--- config.mk ---
export PLATFORM = sky130hd
export DESIGN_NAME = bus_device_port
export DESIGN_NICKNAME = d
export VERILOG_FILES = /design/src/rtl/bus_dev_pkg.sv /design/src/rtl/bus_dev_fifo.sv /design/src/rtl/bus_device_port.sv
export SDC_FILE = /design/constraint.sdc
export NUM_CORES = 1
export LEC_CHECK = 0
export BUFFER_PORTS_ARGS = -buffer_cell sky130_fd_sc_hd__buf_2
export CAP_MARGIN = 5
export CORE_MARGIN = 2
export CORE_UTILIZATION = 40
export DETAILED_ROUTE_END_ITERATION = 16
export PLACE_DENSITY_LB_ADDON = 0.05
export SYNTH_ARGS = -nofsm -noshare
export SYNTH_HDL_FRONTEND = slang
export SYNTH_SLANG_ARGS = --single-unit
--- constraint.sdc ---
create_clock -name clk -period 3 [get_ports clk]
set_clock_uncertainty 0.1 [all_clocks]
set_input_delay 0.6 -clock clk [delete_from_list [all_inputs] [get_ports clk]]
set_output_delay 0.6 -clock clk [all_outputs]
set_load 0.005 [all_outputs]
--- src/rtl/bus_dev_pkg.sv ---
// rtl/bus_dev_pkg.sv - shared constants and helpers for the bus device port
//
// Contents:
//   ID_W      width of a bus destination ID
//   BCAST_ID  destination ID that every device accepts
//   dest_id() extracts the destination ID (top ID_W bits) of a packet
package bus_dev_pkg;

  localparam int ID_W = 8;
  localparam logic [ID_W-1:0] BCAST_ID = 8'hFF;

  // pkt is the packet zero-extended to 64 bits and width is its real width.
  // Shifting the whole word down keeps every input bit in use.
  function automatic logic [ID_W-1:0] dest_id(input logic [63:0] pkt,
                                              input int unsigned width);
    return ID_W'(pkt >> (width - ID_W));
  endfunction

endpackage

--- src/rtl/bus_dev_fifo.sv ---
// rtl/bus_dev_fifo.sv - synchronous FIFO with count-based full/empty
//
// Ports:
//   clk, reset   clock, asynchronous active-low reset
//   push, din    enqueue din; accepted when not full, or when full with a pop
//   pop          dequeue head; ignored when empty
//   dout         head entry, forced to 0 while empty
//   full, empty  occupancy flags decoded from the registered count
module bus_dev_fifo
  import bus_dev_pkg::*;
#(
  parameter int unsigned W     = 16,
  parameter int unsigned DEPTH = 8
) (
  input  logic         clk,
  input  logic         reset,
  input  logic         push,
  input  logic [W-1:0] din,
  input  logic         pop,
  output logic [W-1:0] dout,
  output logic         full,
  output logic         empty
);

  localparam int unsigned AW = $clog2(DEPTH);
  localparam logic [AW:0] FULL_CNT = (AW+1)'(DEPTH);

  logic [W-1:0]  mem [DEPTH];
  logic [AW-1:0] wr_ptr;
  logic [AW-1:0] rd_ptr;
  logic [AW:0]   count;
  logic          do_push;
  logic          do_pop;

  assign empty   = (count == '0);
  assign full    = (count == FULL_CNT);
  assign do_pop  = pop && !empty;
  // A pop in the same cycle frees the slot, so a push into a full queue lands.
  assign do_push = push && (!full || do_pop);
  assign dout    = empty ? '0 : mem[rd_ptr];

  always_ff @(posedge clk or negedge reset) begin
    if (!reset) begin
      wr_ptr <= '0;
      rd_ptr <= '0;
      count  <= '0;
    end else begin
      if (do_push) wr_ptr <= wr_ptr + AW'(1);
      if (do_pop)  rd_ptr <= rd_ptr + AW'(1);
      case ({do_push, do_pop})
        2'b10:   count <= count + (AW+1)'(1);
        2'b01:   count <= count - (AW+1)'(1);
        default: count <= count;
      endcase
    end
  end

  // Storage needs no reset: dout is masked whenever the count says empty.
  always_ff @(posedge clk) begin
    if (do_push) mem[wr_ptr] <= din;
  end

endmodule

--- src/rtl/bus_device_port.sv ---
// rtl/bus_device_port.sv - device-side endpoint of the broadcast bus
//
// Optional feature macro: BUS_DEV_ADDR_FILTER_EN (RX destination filter).
//
// Ports:
//   clk, reset          clock, asynchronous active-low reset
//   host_push/host_din  host enqueues into TX; tx_full flags a full TX queue
//   host_pop/host_dout  host drains RX head; rx_empty flags an empty RX queue
//   pndng/D_pop         TX non-empty and TX head, presented to the bus
//   pop                 bus consumes the TX head
//   push/D_push         bus delivers a packet to this drop
//   rx_drop_cnt         saturating count of packets lost to a full RX queue
//   tx_err              sticky: pop on empty TX, or push on full TX without pop
module bus_device_port
  import bus_dev_pkg::*;
#(
  parameter int unsigned      pckg_sz   = 16,
  parameter int unsigned      deep_fifo = 8,
  parameter logic [ID_W-1:0]  id        = 8'd0,
  parameter logic [ID_W-1:0]  bcast     = BCAST_ID
) (
  input  logic               clk,
  input  logic               reset,
  input  logic               host_push,
  input  logic [pckg_sz-1:0] host_din,
  output logic               tx_full,
  input  logic               host_pop,
  output logic [pckg_sz-1:0] host_dout,
  output logic               rx_empty,
  output logic               pndng,
  output logic [pckg_sz-1:0] D_pop,
  input  logic               pop,
  input  logic               push,
  input  logic [pckg_sz-1:0] D_push,
  output logic [7:0]         rx_drop_cnt,
  output logic               tx_err
);

`ifdef BUS_DEV_ADDR_FILTER_EN
  localparam bit FILTER_ON = 1'b1;
`else
  localparam bit FILTER_ON = 1'b0;
`endif

  logic            tx_empty;
  logic            rx_full;
  logic [ID_W-1:0] rx_dest;
  logic            addr_match;
  logic            rx_accept;
  logic            rx_drop;

  bus_dev_fifo #(.W(pckg_sz), .DEPTH(deep_fifo)) u_tx_fifo (
    .clk   (clk),
    .reset (reset),
    .push  (host_push),
    .din   (host_din),
    .pop   (pop),
    .dout  (D_pop),
    .full  (tx_full),
    .empty (tx_empty)
  );

  assign pndng = !tx_empty;

  assign rx_dest    = dest_id(64'(D_push), pckg_sz);
  assign addr_match = (rx_dest == id) || (rx_dest == bcast);
  // Promiscuous unless the filter is built in: non-matching pushes vanish
  // silently and never reach the drop counter.
  assign rx_accept  = push && (!FILTER_ON || addr_match);
  assign rx_drop    = rx_accept && rx_full && !host_pop;

  bus_dev_fifo #(.W(pckg_sz), .DEPTH(deep_fifo)) u_rx_fifo (
    .clk   (clk),
    .reset (reset),
    .push  (rx_accept),
    .din   (D_push),
    .pop   (host_pop),
    .dout  (host_dout),
    .full  (rx_full),
    .empty (rx_empty)
  );

  always_ff @(posedge clk or negedge reset) begin
    if (!reset) begin
      rx_drop_cnt <= 8'd0;
      tx_err      <= 1'b0;
    end else begin
      if (rx_drop && (rx_drop_cnt != 8'hFF)) rx_drop_cnt <= rx_drop_cnt + 8'd1;
      // A pop frees a full queue, so only a push without a pop is an overflow.
      if ((pop && tx_empty) || (host_push && tx_full && !pop)) tx_err <= 1'b1;
    end
  end

endmodule

==> results of run 1 <==
## state kept, by name, summed over array words and instances, names as in the netlist
name	count
rx_drop_cnt	8
u_tx_fifo.rd_ptr	3
u_tx_fifo.count	4
u_tx_fifo.mem	128
u_rx_fifo.mem	128
u_tx_fifo.wr_ptr	3
u_rx_fifo.rd_ptr	3
tx_err	1
u_rx_fifo.count	4
u_rx_fifo.wr_ptr	3
## Yosys cell counts, drive strengths merged, types with 2 or more instances
master / n / area (sq um)
a2111oi: 2 / 23.8
a21oi: 3 / 15.0
buf: 18 / 108
clkbuf: 9 / 33.8
dfrtp: 29 / 726
edfxtp: 256 / 7690
ha: 10 / 125
inv: 5 / 18.8
mux2: 11 / 131
mux2i: 37 / 370
mux4: 64 / 1440
nand2: 16 / 62.6
nand2b: 6 / 37.5
nand3: 8 / 40.0
nand4: 2 / 12.5
nor2: 47 / 193
nor2b: 4 / 25.0
nor3: 10 / 50.1
nor3b: 2 / 15.0
nor4: 3 / 33.8
xnor2: 11 / 96.3
xor2: 7 / 61.3
## where the power goes
| group | switching (uW) | leakage (uW) | internal [uW] |
|---|---|---|---|
| Sequential | 341 | 0.00267 | 5040 |
| Clock | 1470 | 0.000528 | 2470 |
| Combinational | 2050 | 0.00159 | 1980 |
| Total | 3860 | 0.00478 | 9490 |
## kinds of logic (layout without fill, tap and decap cells)
| kind of cell | after synthesis | count (layout) |
|---|---|---|
| AO/OA/AOI/OAI | 12 | 12 |
| XOR/XNOR | 18 | 18 |
| adder cells (fa/ha/maj) | 11 | 11 |
| buffers and inverters | 32 | 170 |
| flip-flops | 285 | 285 |
| multiplexers | 112 | 112 |
| AND/OR/NAND/NOR | 105 | 105 |
## critical path: cells and delay by family, from the launching register on
kind	cells	cell delay (ns)
buffers and inverters	2	0.42
AND/OR/NAND/NOR	1	0.09
flip-flops	1	0.37
multiplexers	2	0.72
## layout by cell type, fill, tap and decap left out, drive strengths merged, types with 2 or more instances in the layout
master,n
edfxtp,256
buf,108
mux4,64
nor2,47
clkbuf,44
mux2i,37
dfrtp,29
nand2,16
xnor2,11
mux2,11
ha,10
nor3,10
nand3,8
xor2,7
nand2b,6
clkinv,6
inv,5
bufinv,5
nor2b,4
a21oi,3
nor4,3
nand4,2
nor3b,2
clkinvlp,2
a2111oi,2
## final cells by class
cell class / instances / share of cell area
sequential: 285 / 0.620
clock buffer: 44 / 0.0652
clock inverter: 13 / 0.0144
inverter: 5 / 0.00138
multi-input combinational: 258 / 0.216
tap: 378 / 0.0349
timing repair buffer: 108 / 0.0485
## stage by stage
step / hold WS, ns / utilization
6_report: -0.00438 / 0.484
5_1_grt: 0.0452 / 0.484
4_1_cts: 0.0127 / 0.484
3_5_place_dp: 0.364 / 0.446
3_3_place_gp: 0.362 / 0.446
2_1_floorplan: 0.204 / -
## how the worst min path moves through the flow
stage                                  start                               to  slack, ns  cells past startpoint
after global placement    tx_err$_DFFE_PN0P_               tx_err$_DFFE_PN0P_       0.36                      1
after floorplan                        reset       rx_drop_cnt[0]$_DFFE_PN0P_       0.20                      0
after global routing                   reset  u_tx_fifo.wr_ptr[0]$_DFFE_PN0P_       0.05                      1
after detailed placement  tx_err$_DFFE_PN0P_               tx_err$_DFFE_PN0P_       0.36                      1
after CTS                              reset  u_tx_fifo.rd_ptr[2]$_DFFE_PN0N_       0.01                      1
final                                  reset  u_tx_fifo.rd_ptr[2]$_DFFE_PN0N_     -0.004                      1
## metal layers
layer	track usage	share of wire	up-vias
met5	0	0.00031	-
met4	0.0335	0.019	2
met3	0.0287	0.046	38
met2	0.278	0.52	119
met1	0.192	0.41	2868
li1	-	-	2529
==> results.txt, run 1 <==
----------------------------------------------------
[Run status]
  Result of the run ... finished with violations
  Violated checks ... negative hold slack

[CTS]
  Number of hold buffers added after cts ... 0
  Clock slew seen by the registers of the worst setup and hold paths ... approximately 0.06 ns
  CTS-repair resized insts ... 0
  Worst-case clock buffer depth ... 3
  Root buffer cell ... sky130_fd_sc_hd__clkbuf_16
  Post-CTS Setup Inserts ... 0
  Sink count of the clock tree ... 285
  H-Tree Depth ... 1
  Clock latency on the worst-skew pair ... between 0.5 and 0.6 ns
  Clock buffer count from CTS ... 31
  Clock tree from TritonCTS ... done

[Die]
  Height of the die ... 173 um
  Initial core utilization ... 0.409
  Die width ... 173 um
  Placement Rows ... 61
  Top Ports ... 82
  Floorplan core area ... approximately 28000 sq um
  Die ar. ... 30000 sq um

[Hold path]
  Hold/Removal Path Class ... in -> async

[Global routing]
  Overall overflow remaining after global route ... 0
  Overall global routing resource usage ... 0.153
  Maximum number of pins on one net before global-route repair ... 35
  Number of global-route vias before repair ... 5910
  First-pass GRT wire length ... 35200 um
  Number of antenna violations at the first check in global routing ... 1

[Worst setup path]
  RR Startpoint ... u_tx_fifo.count[0]$_DFFE_PN0P_
  Data arrival time of the critical path ... 2.17 ns
  Setup crit end ... D_pop[13]
  Reg2reg setup slack ... 0.34 ns
  Category of the critical setup timing path ... reg -> out
  Nature of the critical path endpoint ... output pin
  Critical register-to-register path endpoint ... u_tx_fifo.count[3]$_DFFE_PN0P_
  Crit-path cells ... buf_12 > mux4_2 > mux2i_1 > nor2_1 > buf_2
  Critical Path Source ... u_tx_fifo.rd_ptr[0]$_DFFE_PN0N_
  Critical path fanouts, max ... 34
  CP max-delay cell ... sky130_fd_sc_hd__mux4_2
  Delay of the slowest critical-path stage ... 0.56 ns
  Required time of the critical path ... 2.30 ns
  Type of element launching the critical path ... flop
  Logic depth of the worst register-to-register path ... 10

[Pwr]
  Power per unit of standard cell area ... 984 nW/um^2
  Total Power Consumption ... 13400 uW
  Static Leak ... 0.00478 uW
  Worst vdd ir ... slightly above 0.5 mV

[STA]
  Setup violators final ... 0
  Slew at the pin with the worst max-slew slack ... 0.687 ns
  Worst path setup slack after routing ... between 0.1 and 0.15 ns
  Final Max Tran Viols ... 0
  Minimum clock period ... 2.87 ns
  Final Hold Violating Endpoints ... 3
  Achievable frequency ... 349 MHz
  Max_slew headroom ... 0.542
  Share of the cycle needed by the critical path after routing ... 0.956
  Hold WS ... -0.00438 ns
  Post-route setup TNS ... 0 ns
  Unrepaired setup endpoints after global routing ... no

[Yosys]
  Number of warning messages in the yosys log ... 0
  Flip-flop and latch count after synthesis ... 285
  Mux share of post-synthesis cell area ... 0.170
  Syn Area/Cell ... 19.9 sq um
  Main flop type after synthesis ... sky130_fd_sc_hd__edfxtp_1
  Fraction of the mapped netlist area in compound gates ... 0.00994
  Synthesized-area fraction occupied by and/or/nand/nor cells ... 0.0454
  Register area share after synthesis ... 0.735
  Xor and xnor fraction of the mapped netlist area ... 0.0138
  Post-synth design cell area ... 11500 sq um
  Library cells used by synthesis ... 45
  Dominant combinational cell family by area after synthesis ... multiplexers
  Synthesized Nets ... 624
  Adder-cell share of the synthesized area ... 0.0127
  Post-synth EDFFs ... about 260
  Cells after synthesis ... 575
  Async set-reset flop share out of synthesis ... 0.102

[Detailed routing]
  Routed length per placed instance ... 20.9 um
  DRT Pass-1 Iters ... 4
  Violation count after the first detailed-route iteration ... between 200 and 250
  Average via count per standard cell ... 5.09
  Routed vias ... 5556
  Total DRC errors in the routed layout ... 0
  Number of antenna-violating nets in the routed design ... 0
  Wirelength, routed ... approximately 23000 um

[Final layout]
  Final non-filler cell total ... approximately 1100
  Fillers ... between 2000 and 2500
  Area of combinational cells with multiple inputs ... 2930 sq um
  Sequential cell area ... 8420 sq um
  Final instance area ... 13600 sq um
  Area Growth Syn to Fin ... 18.5%
  Antenna Diode Count ... 0
  Total number of nets in the final design ... 738
  Ratio of cells with drive above 1 in the final layout ... 0.351

[Placement]
  RD Place Congestion ... 0.708
  Post-placement setup slack ... 0.257 ns
  Number of cells after detailed placement ... 1034
  Final HPWL from detailed placement ... 13000 um
  Placed instance area ... 12500 sq um
  Port bufs ... 81

[Run]
  Number of max-cap violations ... 0

----------------------------------------------------
Note: power is estimated with default switching activity, not from simulation.
==> inputs of run 2 (changes only) <==
--- a/config.mk
+++ b/config.mk
@@ -5,6 +5,7 @@
 export SDC_FILE = /design/constraint.sdc
 export NUM_CORES = 1
 export LEC_CHECK = 0
+export ABC_AREA = 1
 export BUFFER_PORTS_ARGS = -buffer_cell sky130_fd_sc_hd__buf_2
 export CAP_MARGIN = 5
 export CORE_MARGIN = 2
==> constraint.sdc (replaced) <==
create_clock -name clk -period 2.6 [get_ports clk]
set_clock_uncertainty 0.1 [all_clocks]
set_input_delay 0.52 -clock clk [delete_from_list [all_inputs] [get_ports clk]]
set_output_delay 0.52 -clock clk [all_outputs]
set_load 0.005 [all_outputs]
==> results.txt, run 2 <==
----------------------------------------------------
[Hold path]
  Hold/Removal Path Class ... in -> reg (was in -> async)

[Die]
  Initial core utilization ... 0.404 (was 0.409)
  Top Ports ... 82 (unchanged)
  Height of the die ... 176 um (was 173 um)
  Die ar. ... 31100 sq um (was 30000 sq um)
  Floorplan core area ... 29400 sq um (was 28000 sq um)
  Die width ... 176 um (was 173 um)
  Placement Rows ... 63 (was 61)

[Detailed routing]
  Wirelength, routed ... 27500 um (was 22800 um)
  Routed vias ... 7580 (was 5556)
  Routed length per placed instance ... 17.9 um (was 20.9 um)
  DRT Pass-1 Iters ... 4 (unchanged)
  Number of antenna-violating nets in the routed design ... 0 (unchanged)
  Violation count after the first detailed-route iteration ... 392 (was 248)
  Total DRC errors in the routed layout ... 0 (unchanged)
  Average via count per standard cell ... 4.93 (was 5.09)

[CTS]
  Clock buffer count from CTS ... 34 (was 31)
  Sink count of the clock tree ... 285 (unchanged)
  Clock slew seen by the registers of the worst setup and hold paths ... 0.06 ns (about the same)
  H-Tree Depth ... 2 (was 1)
  Clock tree from TritonCTS ... done (unchanged)
  Worst-case clock buffer depth ... 3 (unchanged)
  Root buffer cell ... sky130_fd_sc_hd__clkbuf_16 (unchanged)
  Clock latency on the worst-skew pair ... 0.50 ns (was 0.54 ns)

[Yosys]
  Post-synth EDFFs ... 256 (unchanged)
  Async set-reset flop share out of synthesis ... 0.102 (unchanged)
  Synthesized Nets ... 1053 (was 624)
  Flip-flop and latch count after synthesis ... 285 (unchanged)
  Post-synth design cell area ... 11900 sq um (was 11500 sq um)
  Synth top area cells ... sky130_fd_sc_hd__edfxtp_1 (65%), sky130_fd_sc_hd__nor2_1 (8.6%), sky130_fd_sc_hd__dfrtp_1 (6.1%) (was sky130_fd_sc_hd__edfxtp_1 (67%), sky130_fd_sc_hd__mux4_2 (13%), sky130_fd_sc_hd__dfrtp_1 (6.3%))
  Number of warning messages in the yosys log ... 0 (unchanged)
  Library cells used by synthesis ... 33 (was 45)
  Main flop type after synthesis ... sky130_fd_sc_hd__edfxtp_1 (unchanged)
  Commonest cells in the synthesized netlist ... sky130_fd_sc_hd__nor2_1 (273), sky130_fd_sc_hd__edfxtp_1 (256), sky130_fd_sc_hd__o21ai_0 (132) (was sky130_fd_sc_hd__edfxtp_1 (256), sky130_fd_sc_hd__mux4_2 (64), sky130_fd_sc_hd__nor2_1 (46))
  Cell with the most instances after synthesis ... sky130_fd_sc_hd__nor2_1 (was sky130_fd_sc_hd__edfxtp_1)
  Proportion of netlist area held by the largest area contributor ... 0.648 (was 0.671)
  Yosys top cell by area ... sky130_fd_sc_hd__edfxtp_1 (unchanged)
  Register area share after synthesis ... 0.709 (was 0.735)
  Syn Area/Cell ... 11.8 sq um (was 19.9 sq um)
  Cells after synthesis ... 1004 (was 575)

[Placement]
  Port bufs ... 81 (unchanged)
  Final HPWL from detailed placement ... 15100 um (was 13000 um)
  RD Place Congestion ... 0.708 (about the same)
  Number of cells after detailed placement ... 1463 (was 1034)
  Placed instance area ... 12800 sq um (was 12500 sq um)

[Final layout]
  Final instance area ... 14300 sq um (was 13600 sq um)
  Total number of nets in the final design ... 1167 (was 738)
  Commonest non-fill, non-tap cells in the layout ... sky130_fd_sc_hd__nor2_1 (261), sky130_fd_sc_hd__edfxtp_1 (256), sky130_fd_sc_hd__o21ai_0 (119) (was sky130_fd_sc_hd__edfxtp_1 (256), sky130_fd_sc_hd__buf_2 (81), sky130_fd_sc_hd__mux4_2 (64))
  Commonest non-fill, non-tap cell in the layout ... sky130_fd_sc_hd__nor2_1 (was sky130_fd_sc_hd__edfxtp_1)
  Ratio of cells with drive above 1 in the final layout ... 0.198 (was 0.351)
  Final Core Density ... 0.485 (was 0.484)
  Largest registers ranked by flip-flop count ... u_rx_fifo.mem (128), u_tx_fifo.mem (128), rx_drop_cnt (8) (unchanged)
  Area Growth Syn to Fin ... 20.3% (was 18.5%)
  Final non-filler cell total ... 1536 (was 1091)
  Fillers ... 2660 (was 2339)

[Worst setup path]
  Category of the critical setup timing path ... reg -> out (unchanged)
  Type of element launching the critical path ... flop (unchanged)
  Critical path fanouts, max ... 19 (was 34)
  Nature of the critical path endpoint ... output pin (unchanged)
  Data arrival time of the critical path ... 1.93 ns (was 2.17 ns)
  Required time of the critical path ... 1.98 ns (was 2.30 ns)

[Pwr]
  Worst vdd ir ... 0.629 mV (was 0.503 mV)
  Static Leak ... 0.00523 uW (was 0.00478 uW)
  Total Power Consumption ... 16700 uW (was 13400 uW)
  Share of total power in the clock network ... 0.287 (was 0.295)
  Net switching power figure ... 5710 uW (was 3860 uW)
  Net switching fraction of the power ... 0.342 (was 0.289)
  Comb pwr share ... 0.353 (was 0.302)
  Seq pwr share ... 0.360 (was 0.403)
  Power per unit of standard cell area ... 1170 nW/um^2 (was 984 nW/um^2)
  Internal power component ... 11000 uW (was 9490 uW)

[Global routing]
  Overall overflow remaining after global route ... 0 (unchanged)
  First-pass GRT wire length ... 41300 um (was 35200 um)
  Overall global routing resource usage ... 0.173 (was 0.153)
  Number of global-route vias before repair ... 7319 (was 5910)
  Maximum number of pins on one net before global-route repair ... 67 (was 35)
  Number of antenna violations at the first check in global routing ... 2 (was 1)

[STA]
  Share of the cycle needed by the critical path after routing ... 0.979
  Final Hold Violating Endpoints ... 0 (was 3)
  Minimum clock period ... approximately 2.5 ns
  Slew at the pin with the worst max-slew slack ... 0.722 ns (was 0.687 ns)
  Setup violators final ... 0 (unchanged)
  Final Max Tran Viols ... 0 (unchanged)
  Post-route setup TNS ... 0 ns (unchanged)
  Unrepaired setup endpoints after global routing ... yes (was no)
  Max_slew headroom ... 0.519 (was 0.542)
  Achievable frequency ... 393 MHz

[Run]
  Number of max-cap violations ... 0 (unchanged)

[Run status]
  Result of the run ... finished, final reports clean (was finished with violations)

----------------------------------------------------
run 2: changes by cell type after synthesis, moves of 23 or more:
cell and change:
sky130_fd_sc_hd__nand2_1 +39, sky130_fd_sc_hd__o21ai_1 +98, sky130_fd_sc_hd__inv_1 +23, sky130_fd_sc_hd__mux2i_1 -37, sky130_fd_sc_hd__nor2_1 +227, sky130_fd_sc_hd__o21ai_0 +131, sky130_fd_sc_hd__mux4_2 -64
run 2: worst paths after layout:
check,cells past startpoint,to,startpoint,slack [ns]
max,8,D_pop[1],u_tx_fifo.rd_ptr[0]$_DFFE_PN0N_,0.05
min,1,u_rx_fifo.mem[5][9]$_DFFE_PP_,D_push[9],0.19
max in group asynchronous,2,u_rx_fifo.rd_ptr[1]$_DFFE_PN0P_,reset,1.35
min reg2reg,2,tx_err$_DFFE_PN0P_,tx_err$_DFFE_PN0P_,0.38
max reg2reg,11,u_rx_fifo.count[2]$_DFFE_PN0P_,u_rx_fifo.count[0]$_DFFE_PN0P_,0.48
min in group asynchronous,2,u_tx_fifo.wr_ptr[0]$_DFFE_PN0P_,reset,0.52
run 2: power groups by stage:
stage	Sequential, uW	Clock (uW)	Combinational, uW
final	6000	4780	5890
after detailed placement	6100	0	5390
after global placement	6100	0	5370
after floorplan	5990	0	3550
after CTS	6020	4900	5440
after global routing	6060	5050	6660
run 2: final cells by class:
type	instances	area [sq um]	share of cell area
tap	390	488	0.0342
timing repair buffer	128	1000	0.0701
inverter	34	138	0.00964
sequential	285	8420	0.590
multi-input combinational	635	3070	0.215
antenna	2	5.00	0.000351
clock inverter	15	145	0.0102
clock buffer	47	1000	0.0703
run 2: logic make-up after synthesis:
group	count (synthesis)	share of synthesized area
compound gates	236	0.100
xor+xnor	15	0.0111
fa+ha+maj	11	0.0122
buf+inv	84	0.0366
flops	285	0.709
simple gates	373	0.131
run 2: per-layer routing:
layer  track usage  up-vias  routed length, um
li1              -     3737                  -
met1         0.222     3672              12300
met2         0.302      136              13700
met3        0.0295       35               1110
met4        0.0503        0                507
met5             0        -                  0
run 2: stage by stage:
step                hold WS, ns  worst slack, ns
floorplan                 0.124            0.132
global placement          0.368            0.459
detailed placement        0.359            0.378
CTS                       0.167           0.0102
global route              0.184          -0.0272
finish                    0.189           0.0543
run 2: repair_timing:
| action | 4_1_cts | 5_1_grt |
|---|---|---|
| hold endpoints to repair | 5 | 0 |
| resized for setup | 6 | 32 |
| gates cloned | 0 | 6 |
| setup buffers | 0 | 2 |
| pin swaps | 0 | 6 |
| hold buffers | 1 | 0 |
| endpoints found under the setup margin | 8 | 27 |
run 2: worst max-delay path, cell delays in order (launching register included):
cell	delay [ns]
sky130_fd_sc_hd__dfrtp_2	0.41
sky130_fd_sc_hd__buf_12	0.15
sky130_fd_sc_hd__inv_8	0.09
sky130_fd_sc_hd__buf_12	0.16
sky130_fd_sc_hd__nor2_1	0.04
sky130_fd_sc_hd__o21ai_0	0.13
sky130_fd_sc_hd__o21ai_0	0.08
sky130_fd_sc_hd__nor2_1	0.20
sky130_fd_sc_hd__buf_2	0.16
==> inputs of run 3 (changes only) <==
--- a/config.mk
+++ b/config.mk
@@ -8,6 +8,7 @@
 export ABC_AREA = 1
 export BUFFER_PORTS_ARGS = -buffer_cell sky130_fd_sc_hd__buf_2
 export CAP_MARGIN = 5
+export CORE_ASPECT_RATIO = 0.8
 export CORE_MARGIN = 2
 export CORE_UTILIZATION = 40
 export DETAILED_ROUTE_END_ITERATION = 16
==> results.txt, run 3 (synthesis gave the netlist of run 2 again) <==
----------------------------------------------------
[Final layout]
  Sequential cell area ... 8420 sq um (about the same)
  Ratio of cells with drive above 1 in the final layout ... 0.193 (was 0.198)
  Final instance area ... 13900 sq um (was 14300 sq um)
  Largest registers ranked by flip-flop count ... u_rx_fifo.mem (128), u_tx_fifo.mem (128), rx_drop_cnt (8) (unchanged)
  Commonest non-fill, non-tap cell in the layout ... sky130_fd_sc_hd__edfxtp_1 (was sky130_fd_sc_hd__nor2_1)
  Fillers ... 2660 (unchanged)
  Area of combinational cells with multiple inputs ... 3100 sq um (was 3070 sq um)
  Commonest non-fill, non-tap cells in the layout ... sky130_fd_sc_hd__edfxtp_1 (256), sky130_fd_sc_hd__nor2_1 (252), sky130_fd_sc_hd__o21ai_0 (116) (was sky130_fd_sc_hd__nor2_1 (261), sky130_fd_sc_hd__edfxtp_1 (256), sky130_fd_sc_hd__o21ai_0 (119))
  Area Growth Syn to Fin ... 17.1% (was 20.3%)
  Final non-filler cell total ... 1510 (was 1536)
  Total number of nets in the final design ... 1159 (was 1167)
  Final Core Density ... 0.475 (was 0.485)

[Placement]
  RD Place Congestion ... 0.721 (was 0.708)
  Number of cells after detailed placement ... 1450 (was 1463)
  Placed instance area ... 12900 sq um (was 12800 sq um)
  Final HPWL from detailed placement ... 15300 um (was 15100 um)
  Port bufs ... 81 (unchanged)

[STA]
  Share of the cycle needed by the critical path after routing ... 0.978 (was 0.979)
  Setup violators final ... 0 (unchanged)
  Achievable frequency ... 393 MHz (about the same)
  Max_slew headroom ... 0.517 (was 0.519)
  Final Hold Violating Endpoints ... 0 (unchanged)
  Final Max Tran Viols ... 0 (unchanged)
  Unrepaired setup endpoints after global routing ... yes (unchanged)
  Slew at the pin with the worst max-slew slack ... 0.725 ns (was 0.722 ns)
  Minimum clock period ... 2.54 ns (was 2.55 ns)

[Hold path]
  Number of instances on the worst hold path ... 1 (unchanged)
  Hold/Removal Path Class ... in -> reg (unchanged)

[Global routing]
  Overall global routing resource usage ... 0.175 (was 0.173)
  Overall overflow remaining after global route ... 0 (unchanged)
  First-pass GRT wire length ... 41600 um (was 41300 um)
  Number of global-route vias before repair ... 7264 (was 7319)
  Maximum number of pins on one net before global-route repair ... 67 (unchanged)
  Number of antenna violations at the first check in global routing ... 1 (was 2)

[CTS]
  Worst-case clock buffer depth ... 3 (unchanged)
  Clock latency on the worst-skew pair ... 0.54 ns (was 0.50 ns)
  Root buffer cell ... sky130_fd_sc_hd__clkbuf_16 (unchanged)
  Clock slew seen by the registers of the worst setup and hold paths ... 0.06 ns (about the same)
  H-Tree Depth ... 1 (was 2)
  Sink count of the clock tree ... 285 (unchanged)
  Clock tree from TritonCTS ... done (unchanged)
  Clock buffer count from CTS ... 29 (was 34)

[Detailed routing]
  Number of antenna-violating nets in the routed design ... 0 (unchanged)
  Violation count after the first detailed-route iteration ... 455 (was 392)
  Routed length per placed instance ... 18.4 um (was 17.9 um)
  Total DRC errors in the routed layout ... 0 (unchanged)
  DRT Pass-1 Iters ... 5 (was 4)
  Average via count per standard cell ... 4.96 (was 4.93)
  Routed vias ... 7490 (was 7580)
  Wirelength, routed ... 27700 um (was 27500 um)

[Die]
  Die ar. ... 31100 sq um (about the same)
  Initial core utilization ... 0.406 (was 0.404)
  Height of the die ... 158 um (was 176 um)
  Die width ... 197 um (was 176 um)
  Top Ports ... 82 (unchanged)
  Placement Rows ... 56 (was 63)
  Floorplan core area ... 29200 sq um (was 29400 sq um)

[Worst setup path]
  Setup crit end ... D_pop[2] (was D_pop[1])
  Nature of the critical path endpoint ... output pin (unchanged)
  Reg2reg setup slack ... 0.45 ns (was 0.48 ns)
  Type of element launching the critical path ... flop (unchanged)
  Critical register-to-register path endpoint ... u_rx_fifo.count[2]$_DFFE_PN0P_ (unchanged)
  Logic depth of the worst register-to-register path ... 10 (was 11)
  Category of the critical setup timing path ... reg -> out (unchanged)
  RR Startpoint ... u_rx_fifo.count[0]$_DFFE_PN0P_ (unchanged)
  Critical path fanouts, max ... 33 (was 19)
  Required time of the critical path ... 1.98 ns (about the same)
  Critical Path Source ... u_tx_fifo.rd_ptr[1]$_DFFE_PN0N_ (was u_tx_fifo.rd_ptr[0]$_DFFE_PN0N_)
  Data arrival time of the critical path ... 1.92 ns (was 1.93 ns)

[Pwr]
  Seq pwr share ... 0.389 (was 0.360)
  Internal power component ... 9870 uW (was 11000 uW)
  Comb pwr share ... 0.371 (was 0.353)
  Net switching power figure ... 5610 uW (was 5710 uW)
  Power per unit of standard cell area ... 1110 nW/um^2 (was 1170 nW/um^2)
  Static Leak ... 0.00504 uW (was 0.00523 uW)
  Share of total power in the clock network ... 0.240 (was 0.287)
  Net switching fraction of the power ... 0.362 (was 0.342)
  Worst vdd ir ... 0.618 mV (was 0.629 mV)

[Run]
  Number of max-cap violations ... 0 (unchanged)

[Run status]
  Result of the run ... finished, final reports clean (unchanged)

----------------------------------------------------
-- run 3: worst max-delay path: stages, from the launching register on --
cell                        delay, ns
sky130_fd_sc_hd__dfrtp_2         0.46
sky130_fd_sc_hd__clkbuf_16       0.24
sky130_fd_sc_hd__nor2_1          0.12
sky130_fd_sc_hd__o21ai_0         0.08
sky130_fd_sc_hd__o21ai_1         0.08
sky130_fd_sc_hd__o21ai_1         0.08
sky130_fd_sc_hd__nor2_1          0.17
sky130_fd_sc_hd__buf_2           0.15
-- run 3: metal layers --
| layer | up-vias | global-route usage | wire (um) |
|---|---|---|---|
| met1 | 3571 | 0.261 | 14000 |
| met5 | - | 0 | 0 |
| li1 | 3721 | - | - |
| met2 | 159 | 0.267 | 11800 |
| met3 | 39 | 0.0320 | 1430 |
| met4 | 0 | 0.0393 | 501 |
-- run 3: worst min-delay path by stage --
stage | from | slack (ns) | endpoint
final | D_push[3] | 0.14 | u_rx_fifo.mem[2][3]$_DFFE_PP_
after global routing | D_push[1] | 0.14 | u_rx_fifo.mem[3][1]$_DFFE_PP_
after CTS | D_push[3] | 0.12 | u_rx_fifo.mem[2][3]$_DFFE_PP_
after detailed placement | tx_err$_DFFE_PN0P_ | 0.37 | tx_err$_DFFE_PN0P_
after global placement | tx_err$_DFFE_PN0P_ | 0.38 | tx_err$_DFFE_PN0P_
after floorplan | reset | 0.12 | rx_drop_cnt[0]$_DFFE_PN0P_
-- run 3: cell type report --
| type | count | area share |
|---|---|---|
| sequential | 285 | 0.606 |
| multi-input combinational | 635 | 0.224 |
| timing repair buffer | 125 | 0.0672 |
| clock buffer | 37 | 0.0544 |
| tap | 377 | 0.0340 |
| inverter | 34 | 0.00937 |
| clock inverter | 15 | 0.00496 |
| antenna | 2 | 0.000360 |
-- run 3: what timing repair did --
action | in CTS | in global routing
endpoints found under the hold margin | 29 | 0
buffers inserted | 0 | 1
endpoints found under the setup margin | 15 | 29
pin swaps | 0 | 4
resized for setup | 5 | 41
gates cloned | 0 | 4
hold buffers | 1 | 0
-- run 3: power groups by stage --
| stage | clock [uW] | combinational, uW | sequential (uW) |
|---|---|---|---|
| floorplan | 0 | 3550 | 5990 |
| global placement | 0 | 5440 | 6060 |
| detailed placement | 0 | 5440 | 6070 |
| CTS | 3830 | 5480 | 5980 |
| global route | 4010 | 6480 | 6080 |
| finish | 3710 | 5750 | 6020 |
-- run 3: per-stage QoR --
step / worst slack (ns) / setup TNS, ns / hold WS [ns] / total power, uW
2_1_floorplan: 0.132 / 0 / 0.124 / 9540
3_3_place_gp: 0.445 / 0 / 0.383 / 11500
3_5_place_dp: 0.353 / 0 / 0.373 / 11500
4_1_cts: -0.0324 / -0.0682 / 0.120 / 15300
5_1_grt: -0.0697 / -0.687 / 0.141 / 16600
6_report: 0.0584 / 0 / 0.144 / 15500
